File: src/rtl/alu_muldiv_sequencer_if.sv
// Request/response and shared-ALU signals between the MIPS datapath and the
// MULTU/DIVU sequencer.
interface alu_muldiv_sequencer_if #(
  parameter int DATA_WIDTH = 32
);
  logic                  start;
  logic                  op;
  logic [DATA_WIDTH-1:0] operand_a;
  logic [DATA_WIDTH-1:0] operand_b;
  logic [DATA_WIDTH-1:0] alu_result;
  logic [3:0]            alu_operation;
  logic [DATA_WIDTH-1:0] alu_a;
  logic [DATA_WIDTH-1:0] alu_b;
  logic                  busy;
  logic                  done;
  logic                  div_by_zero;
  logic [DATA_WIDTH-1:0] hi;
  logic [DATA_WIDTH-1:0] lo;

  modport master (
    output start, op, operand_a, operand_b, alu_result,
    input  alu_operation, alu_a, alu_b, busy, done, div_by_zero, hi, lo
  );

  modport slave (
    input  start, op, operand_a, operand_b, alu_result,
    output alu_operation, alu_a, alu_b, busy, done, div_by_zero, hi, lo
  );
endinterface

File: src/rtl/alu_muldiv_sequencer.sv
// Multi-cycle MULTU/DIVU controller: shift-add multiply and restoring divide,
// one iteration per clock, using the shared ALU for the per-step ADD/SUB.
module alu_muldiv_sequencer #(
  parameter int DATA_WIDTH = 32,
  parameter int CNT_WIDTH  = 5
) (
  input  logic                    clk,
  input  logic                    reset,
  alu_muldiv_sequencer_if.slave   bus
);
  localparam int W = DATA_WIDTH;

  localparam logic [2:0] IDLE  = 3'd0;
  localparam logic [2:0] ITER  = 3'd1;
  localparam logic [2:0] DZERO = 3'd2;
  localparam logic [2:0] DONE  = 3'd3;

  localparam logic [3:0] ALU_AND = 4'b0000;
  localparam logic [3:0] ALU_ADD = 4'b0011;
  localparam logic [3:0] ALU_SUB = 4'b0100;

  localparam logic [CNT_WIDTH-1:0] LAST = CNT_WIDTH'(DATA_WIDTH - 1);

  logic [2:0]           state;
  logic                 op_q;
  logic                 dz_q;
  logic [W-1:0]         acc_hi;
  logic [W-1:0]         acc_lo;
  logic [W-1:0]         mcand;
  logic [CNT_WIDTH-1:0] cnt;
  logic [W-1:0]         hi_q;
  logic [W-1:0]         lo_q;
  logic                 done_q;
  logic                 dbz_q;

  logic                 div_zero_req;
  logic [W:0]           rem;
  logic                 div_ok;
  logic [W-1:0]         mul_sum;
  logic                 mul_c;
  logic [W-1:0]         acc_hi_nx;
  logic [W-1:0]         acc_lo_nx;

  assign div_zero_req    = bus.op && (bus.operand_b == '0);
  assign bus.busy        = (state == ITER) || (state == DZERO);
  assign bus.done        = done_q;
  assign bus.div_by_zero = dbz_q;
  assign bus.hi          = hi_q;
  assign bus.lo          = lo_q;

  always_comb begin
    bus.alu_operation = ALU_AND;
    bus.alu_a         = '0;
    bus.alu_b         = '0;
    rem               = {acc_hi, acc_lo[W-1]};
    div_ok            = rem[W] | (rem[W-1:0] >= mcand);
    mul_sum           = acc_hi;
    mul_c             = 1'b0;
    acc_hi_nx         = acc_hi;
    acc_lo_nx         = acc_lo;
    if (state == ITER) begin
      bus.alu_b = mcand;
      if (op_q) begin
        bus.alu_operation = ALU_SUB;
        bus.alu_a         = rem[W-1:0];
        acc_hi_nx         = div_ok ? bus.alu_result : rem[W-1:0];
        acc_lo_nx         = {acc_lo[W-2:0], div_ok};
      end else begin
        bus.alu_operation = ALU_ADD;
        bus.alu_a         = acc_hi;
        if (acc_lo[0]) begin
          mul_sum = bus.alu_result;
          // carry out of the 32-bit ALU add is recovered by wrap detection
          mul_c   = bus.alu_result < acc_hi;
        end
        {acc_hi_nx, acc_lo_nx} = {mul_c, mul_sum, acc_lo[W-1:1]};
      end
    end
  end

  always_ff @(posedge clk or negedge reset) begin
    if (!reset) begin
      state  <= IDLE;
      op_q   <= 1'b0;
      dz_q   <= 1'b0;
      acc_hi <= '0;
      acc_lo <= '0;
      mcand  <= '0;
      cnt    <= '0;
      hi_q   <= '0;
      lo_q   <= '0;
      done_q <= 1'b0;
      dbz_q  <= 1'b0;
    end else begin
      done_q <= 1'b0;
      case (state)
        IDLE: begin
          if (bus.start) begin
            op_q   <= bus.op;
            dz_q   <= div_zero_req;
            dbz_q  <= 1'b0;
            cnt    <= '0;
            acc_hi <= '0;
            acc_lo <= bus.op ? bus.operand_a : bus.operand_b;
            mcand  <= bus.op ? bus.operand_b : bus.operand_a;
            state  <= div_zero_req ? DZERO : ITER;
          end
        end
        ITER: begin
          acc_hi <= acc_hi_nx;
          acc_lo <= acc_lo_nx;
          cnt    <= cnt + CNT_WIDTH'(1);
          if (cnt == LAST) state <= DONE;
        end
        DZERO: state <= DONE;
        DONE: begin
          // on divide-by-zero acc_lo still holds the latched dividend
          done_q <= 1'b1;
          dbz_q  <= dz_q;
          hi_q   <= dz_q ? acc_lo : acc_hi;
          lo_q   <= dz_q ? '1 : acc_lo;
          state  <= IDLE;
        end
        default: state <= IDLE;
      endcase
    end
  end
endmodule

File: src/flat_wrapper.sv
// flat-port wrapper written by rule: the top's interface ports become plain ports
module alu_muldiv_sequencer_flat 
#(
  parameter int DATA_WIDTH = 32,
  parameter int CNT_WIDTH  = 5
)
  (clk, reset, bus_start, bus_op, bus_operand_a, bus_operand_b, bus_alu_result, bus_alu_operation, bus_alu_a, bus_alu_b, bus_busy, bus_done, bus_div_by_zero, bus_hi, bus_lo);
  alu_muldiv_sequencer_if #(.DATA_WIDTH(DATA_WIDTH)) bus_i ();
  input  logic clk;
  input  logic reset;
  input wire logic [$bits(bus_i.start)-1:0] bus_start;
  input wire logic [$bits(bus_i.op)-1:0] bus_op;
  input wire logic [$bits(bus_i.operand_a)-1:0] bus_operand_a;
  input wire logic [$bits(bus_i.operand_b)-1:0] bus_operand_b;
  input wire logic [$bits(bus_i.alu_result)-1:0] bus_alu_result;
  output wire logic [$bits(bus_i.alu_operation)-1:0] bus_alu_operation;
  output wire logic [$bits(bus_i.alu_a)-1:0] bus_alu_a;
  output wire logic [$bits(bus_i.alu_b)-1:0] bus_alu_b;
  output wire logic [$bits(bus_i.busy)-1:0] bus_busy;
  output wire logic [$bits(bus_i.done)-1:0] bus_done;
  output wire logic [$bits(bus_i.div_by_zero)-1:0] bus_div_by_zero;
  output wire logic [$bits(bus_i.hi)-1:0] bus_hi;
  output wire logic [$bits(bus_i.lo)-1:0] bus_lo;
  assign bus_i.start = bus_start;
  assign bus_i.op = bus_op;
  assign bus_i.operand_a = bus_operand_a;
  assign bus_i.operand_b = bus_operand_b;
  assign bus_i.alu_result = bus_alu_result;
  assign bus_alu_operation = bus_i.alu_operation;
  assign bus_alu_a = bus_i.alu_a;
  assign bus_alu_b = bus_i.alu_b;
  assign bus_busy = bus_i.busy;
  assign bus_done = bus_i.done;
  assign bus_div_by_zero = bus_i.div_by_zero;
  assign bus_hi = bus_i.hi;
  assign bus_lo = bus_i.lo;
  alu_muldiv_sequencer #(.DATA_WIDTH(DATA_WIDTH), .CNT_WIDTH(CNT_WIDTH)) u_core (.clk(clk), .reset(reset), .bus(bus_i));
endmodule
File: config.mk
export PLATFORM = sky130hd
export DESIGN_NAME = alu_muldiv_sequencer_flat
export DESIGN_NICKNAME = d
export VERILOG_FILES = /design/src/rtl/alu_muldiv_sequencer_if.sv /design/src/rtl/alu_muldiv_sequencer.sv /design/src/flat_wrapper.sv
export SDC_FILE = /design/constraint.sdc
export NUM_CORES = 1
export LEC_CHECK = 0
export BUFFER_PORTS_ARGS = -buffer_cell sky130_fd_sc_hd__buf_2
export CORE_ASPECT_RATIO = 0.75
export CORE_UTILIZATION = 60
export CTS_BUF_LIST = sky130_fd_sc_hd__clkbuf_16
export DETAILED_ROUTE_END_ITERATION = 16
export GPL_TIMING_DRIVEN = 0
export MAX_ROUTING_LAYER = met4
export PLACE_DENSITY = 0.87
export SLEW_MARGIN = 15
export SYNTH_ARGS = -nofsm -noshare
export SYNTH_HDL_FRONTEND = slang
export SYNTH_SLANG_ARGS = --single-unit
File: constraint.sdc
create_clock -name clk -period 5.05 [get_ports clk]
set_input_delay 1.01 -clock clk [delete_from_list [all_inputs] [get_ports clk]]
set_output_delay 1.01 -clock clk [all_outputs]
set_load 0.1 [all_outputs]
==> results of run 1 <==
==> kinds of logic after synthesis <==
group	count (synthesis)	share of synthesized area, %
and+or+nand+nor	374	13.9
AOI/OAI and AO/OA	314	18.2
DFF	171	38.7
muxes	169	15.4
buffers and inverters	159	6.03
adders and majority gates	68	7.69
other	1	0.0339
xor gates and xnor gates	1	0.0792
==> layout make-up <==
class	count	area, um^2
fillers	1360	4700
well taps	242	303
repair buffers	234	1200
multi-input cells	927	6110
inverters	68	255
clock inverters	12	113
clock buffers	17	425
diodes	3	7.51
flip-flops and latches	171	4280
plain buffers	91	412
==> per-stage QoR <==
step	std cells	setup slack, ns	utilization, %	cell area [um^2]	hold WS (ns)
after global routing	1765	0.513	73.6	13100	0.506
after detailed placement	1733	1.21	70.5	12600	0.470
final	1765	0.679	73.6	13100	0.483
after CTS	1762	0.729	73.5	13100	0.483
after floorplan	1257	1.22	-	11100	0.445
after global placement	1732	0.282	70.3	12500	0.455
==> cells in the final DEF (no fill, tap or decap), drive strengths merged, types with 11 or more instances in the layout <==
master,netlist,layout
nand4,11,11
clkbuf,74,91
a31oi,31,31
o22ai,24,24
nand2,103,103
ha,68,68
a221oi,26,26
o21ai,51,51
nor2,228,228
inv,68,71
a211oi,37,37
mux2i,162,162
buf,17,251
o21a,34,34
a21oi,91,91
dfrtp,171,171
==> synthesized netlist by cell type, drive strengths merged, types with 24 or more instances <==
cell    count
o22ai      24
mux2i     162
nand2     103
o21ai      51
a211oi     37
inv        68
a31oi      31
o21a       34
a21oi      91
ha         68
dfrtp     171
nor2      228
a221oi     26
clkbuf     74
==> flip-flops by register name (all words and copies together) (netlist names) <==
| name | cells |
|---|---|
| u_core.acc_hi | 32 |
| u_core.cnt | 5 |
| u_core.bus.hi | 32 |
| u_core.bus.lo | 32 |
| u_core.dz_q | 1 |
| u_core.state | 2 |
| u_core.op_q | 1 |
| u_core.bus.div_by_zero | 1 |
| u_core.bus.done | 1 |
| u_core.mcand | 32 |
| u_core.acc_lo | 32 |
==> metal layers <==
metal / up-vias / share of wire (%) / wire length, um
met5: - / 0 / 0
met4: 0 / 4.1 / 1520
met3: 120 / 11 / 3980
met2: 790 / 44 / 16200
met1: 5457 / 42 / 15500
li1: 4950 / - / -
==> how the worst max path moves through the flow <==
stage                                   end  slack [ns]  depth (start not counted)
4_1_cts                bus_alu_operation[1]        0.73                          8
5_1_grt                bus_alu_operation[1]        0.51                          8
3_3_place_gp   u_core.bus.hi[6]$_DFFE_PN0P_        0.28                          1
3_5_place_dp           bus_alu_operation[1]        1.21                          8
2_1_floorplan          bus_alu_operation[1]        1.22                          7
6_report               bus_alu_operation[1]        0.68                          8
==> worst max-delay path, delay by kind of cell, from the launching register on <==
kind,cells,cell delay [ns]
simple gates,1,0.62
fa+ha+maj,1,0.14
flops,1,0.41
buf+inv,6,1.75
==> results.ini, run 1 <==
[outcome]
status=finished clean

[routing]
drtPass1Iterations=5
drcViolationCount=0
wl_mm=37.1
routed_via_density=6.41
final_antenna_net_count=0
dr.first_iter.drc_count=1284
routedWlPerCell_um=21.0
vias=11300

[floorplan]
die_h_um=120
num_rows=42
fp.dieW_um=159
ios=235
die-area_um2=19000
start_util_pct=62.1
coreArea_um2=17800

[worst_hold_path]
worstHoldStart=u_core.mcand[30]$_DFFE_PN0P_
hold_path_end=u_core.mcand[30]$_DFFE_PN0P_
holdPathStages=2
hold_path.class=reg -> reg

[clock_network]
clock_latency_ns=0.44
cts_sinks=171
clk_pin_slew_ns=0.07
numCtsBuffers=17
cts_resized=0
cts_setup_buffers=0
clockRootBuffer=clkbuf_16
hold_buffers=0
h-tree-depth=4
cts_tree=built
clock_path_buffers=2

[sta]
skew_ns=0.0102
grt_setup_unrepaired=false
finalCritPeriodShare_pct=86.6
setup_tns_ns=0
worstMarginPinSlew_ns=0.955
hold_viol_final=0
layout_min_cycle_time_ns=4.37
max_slew_margin_pct=36.3
fmax_ghz=0.229
setup-violations-final=0
maxSlewViolCount=0

[worst_setup_path]
worstSetupEndpointType=primary output
reg2reg_slack_ns=1.66
cp_slowest_cell=nor2_1
required_ns=4.04
rr_endpoint=u_core.acc_hi[30]$_DFFE_PN0P_
cp_cell_sequence=inv_1 > ha_1 > clkbuf_1 > inv_2 > nor2_1 > clkbuf_1 > buf_4 > buf_2
crit_start=u_core.state[1]$_DFFE_PN0P_
crit_top_cell=clkbuf_1
crit_fanout=11
r2r_start=u_core.acc_lo[31]$_DFFE_PN0P_
rr_worst_depth=10
critPathKind=reg -> out
max_stage_delay_ns=0.62
worst_setup_path_start_kind=flip-flop
cp.arrival_ns=3.36

[logic_synthesis]
yosysTopAreaCellShare_pct=38.7
synthTopCellsByArea=dfrtp_1 39%, mux2i_1 15%, nor2_1 7.7%
netlist_area_um2=11100
synth_nets=1425
ys_warn_count=0
synth.yosys.seq_area_share_pct=38.7
synth_cells=1257
synth_cell_types=49
synth_seq_cells=171
synth_edf_count=0
netlist.top_cell.by_area=dfrtp_1
avgSynthCellArea_um2=8.80
synth_flop_cell=dfrtp_1
synthArstFlopShare_pct=100

[final_layout]
layout-drive-gt1-share_pct=18.5
area_growth_pct=18.6
nNetsFinal=1678

[global_routing]
use_met1_pct=55.0
grt_pass1_wl_mm=58.4
top_usage_layer=met2
grt_antenna_before_repair=3
grt_usage_pct=41.2
grt.overflow.total=0
globalRouteMet3Util_pct=8.78
grt_pass1_vias=10800
gr-usage-met2_pct=60.2
grt_max_degree=102

[placed_design]
gp_congestion=0.979
io_buffers=233
hpwl_mm=27.8

[job]
drv_cap=0

Power of run 1 is not shown: default switching activity piles up to over one toggle a cycle in this logic, so the estimate is an artifact.
==> run 2, diff against run 1 <==
--- a/config.mk
+++ b/config.mk
@@ -5,6 +5,7 @@
 export SDC_FILE = /design/constraint.sdc
 export NUM_CORES = 1
 export LEC_CHECK = 0
+export ABC_AREA = 1
 export BUFFER_PORTS_ARGS = -buffer_cell sky130_fd_sc_hd__buf_2
 export CORE_ASPECT_RATIO = 0.75
 export CORE_UTILIZATION = 60
==> results.ini, run 2 <==
[outcome]
status=finished clean

[worst_setup_path]
cp.arrival_ns=3.29  ; -0.07 ns
rr_worst_depth=9  ; -1
worstSetupEndpointType=primary output
path_buf_inv=7  ; +1
cp_slowest_cell=buf_2
required_ns=4.04  ; about the same
crit_top_cell=buf_2
critical-path-top-delay-family=buffers and inverters
worst_setup_path_start_kind=flip-flop
cp_cell_sequence=inv_1 > ha_1 > buf_2 > inv_2 > nor2_4 > inv_2 > buf_2 > clkbuf_1 > o21ai_0 > buf_2
cp.depth=10  ; +2
critPathKind=reg -> out
crit_fanout=10  ; -1
max_stage_delay_ns=0.50  ; -0.12 ns

[sta]
fmax_ghz=0.232  ; +1.6%
worstMarginPinSlew_ns=0.678  ; -0.276 ns
grt_setup_unrepaired=false
setup-violations-final=0  ; unchanged
max_slew_margin_pct=54.8  ; +18 points
finalCritPeriodShare_pct=85.2  ; -1.4 points
skew_ns=0.0120  ; +0.00174 ns
hold_viol_final=0  ; unchanged
layout_min_cycle_time_ns=4.30  ; -0.0698 ns
setup_tns_ns=0  ; unchanged
maxSlewViolCount=0  ; unchanged

[logic_synthesis]
yosysTopAreaCellShare_pct=38.3  ; -0.39 points
synth_seq_cells=171  ; unchanged
netlist_area_um2=11200  ; +1.0%
synth.yosys.seq_area_share_pct=38.3  ; -0.39 points
synth_edf_count=0  ; unchanged
yosysMostFrequentCell=nand2_1
netlist.top_cell.by_area=dfrtp_1
synth_flop_cell=dfrtp_1
synth_cells=1520  ; +21%
synth_nets=1688  ; +18%
synthTopCellsByCount=277 x nand2_1, 186 x o21ai_0, 182 x inv_1
synthTopCellsByArea=dfrtp_1 38%, nand2_1 9.3%, o21ai_0 8.3%
ys_warn_count=0  ; unchanged
synth_cell_types=38  ; -22%
synthArstFlopShare_pct=100  ; unchanged
avgSynthCellArea_um2=7.35  ; -16%

[global_routing]
grt_max_degree=90  ; -12%
grt.overflow.total=0  ; unchanged
grt_antenna_before_repair=2  ; -1
grt_pass1_vias=11200  ; +2.9%
grt_pass1_wl_mm=60.2  ; +3.2%
grt_usage_pct=42.3  ; +1.1 points

[final_layout]
layout-drive-gt1-share_pct=22.0  ; +3.5 points
area_growth_pct=18.9
layout.cells.most_common=nand2_1
layout_common_cells=277 x nand2_1, 251 x buf_2, 186 x o21ai_0
nNetsFinal=1940  ; +16%

[floorplan]
num_rows=42  ; unchanged
coreArea_um2=17900  ; +0.59%
fp.dieW_um=160  ; +0.51%
die_h_um=120  ; +0.51%
die-area_um2=19200  ; +1.0%
ios=235  ; unchanged
start_util_pct=62.3  ; +0.27 points

[routing]
vias=12200  ; +7.4%
wl_mm=39.0  ; +5.0%
drcViolationCount=0  ; unchanged
dr.first_iter.drc_count=1572  ; +22%
drtPass1Iterations=9  ; +4
routedWlPerCell_um=19.2  ; -8.6%
final_antenna_net_count=0  ; unchanged
routed_via_density=5.99  ; -6.6%

[placed_design]
hpwl_mm=30.3  ; +8.8%
io_buffers=232  ; -0.43%
gp_congestion=1.03  ; +5.6%

[clock_network]
h-tree-depth=4  ; unchanged
cts_resized=0  ; unchanged
numCtsBuffers=17  ; unchanged
clock_path_buffers=2  ; unchanged
cts_tree=built
clk_pin_slew_ns=0.07  ; about the same
hold_buffers=0  ; unchanged
clockRootBuffer=clkbuf_16
cts_sinks=171  ; unchanged
cts_setup_buffers=0  ; unchanged
clock_latency_ns=0.45  ; about the same

[job]
drv_cap=0  ; unchanged

[worst_hold_path]
holdPathStages=2  ; unchanged
hold_path.class=reg -> reg

-- run 2: cell count changes after synthesis, sizes merged, moves of 24 or more --
cell / previous run / this run
inv: 68 / 186
nand2: 103 / 310
a21oi: 91 / 161
nand3: 6 / 30
a31oi: 31 / 1
o21ai: 51 / 193
o21a: 34 / 2
a211oi: 37 / 1
mux2i: 162 / 0
nor2: 228 / 197
-- run 2: worst register-to-register path, stage by stage, from the launching register on --
cell,delay (ns)
dfrtp_1,0.39
inv_1,0.09
ha_1,0.19
buf_2,0.22
inv_2,0.13
o21ai_4,0.32
inv_2,0.16
buf_2,0.22
a221oi_1,0.33
o32ai_1,0.12
-- run 2: through the flow --
step | std cells | area, um^2 | util (%) | setup slack [ns] | hold WS [ns]
2_1_floorplan | 1520 | 11200 | - | 0.557 | 0.448
4_1_cts | 2027 | 13300 | 74.1 | 0.884 | 0.487
6_report | 2029 | 13300 | 74.1 | 0.749 | 0.485
5_1_grt | 2029 | 13300 | 74.1 | 0.673 | 0.520
3_3_place_gp | 1994 | 12600 | 70.5 | 0.271 | 0.461
3_5_place_dp | 1995 | 12700 | 70.7 | 1.37 | 0.471
-- run 2: cells by family after synthesis --
kind of cell,count (synthesis),share of synthesized area (%)
flops,171,38.3
compound gates,439,22.7
buf+inv,283,10.2
other cells,1,0.0336
simple gates,558,21.1
fa+ha+maj,68,7.62
-- run 2: layout make-up --
type	instances	area (um^2)
Tap cell	242	303
Clock buffer	17	425
Fill cell	1452	4640
Timing Repair Buffer	233	1200
Buffer	97	445
Multi-Input combinational cell	1066	5750
Antenna cell	2	5.00
Sequential cell	171	4280
Clock inverter	15	176
Inverter	186	698
-- run 2: final timing paths --
path	slack [ns]	startpoint	to
max	0.75	u_core.state[1]$_DFFE_PN0P_	bus_alu_a[1]
min	0.48	u_core.bus.lo[9]$_DFFE_PN0P_	u_core.bus.lo[9]$_DFFE_PN0P_
max reg2reg	2.75	u_core.state[1]$_DFFE_PN0P_	u_core.acc_lo[17]$_DFFE_PN0P_
min reg2reg	0.48	u_core.bus.lo[9]$_DFFE_PN0P_	u_core.bus.lo[9]$_DFFE_PN0P_
max in group asynchronous	3.63	reset	u_core.mcand[18]$_DFFE_PN0P_
min in group asynchronous	0.54	reset	u_core.bus.hi[5]$_DFFE_PN0P_
-- run 2: per-layer routing --
layer	vias up	wire length [um]	GRT usage, %
li1	5525	-	-
met1	5662	16200	58.6
met2	857	17000	61.8
met3	107	4830	9.88
met4	0	982	12.7
met5	-	0	-
Power of run 2 is left out for the same reason.
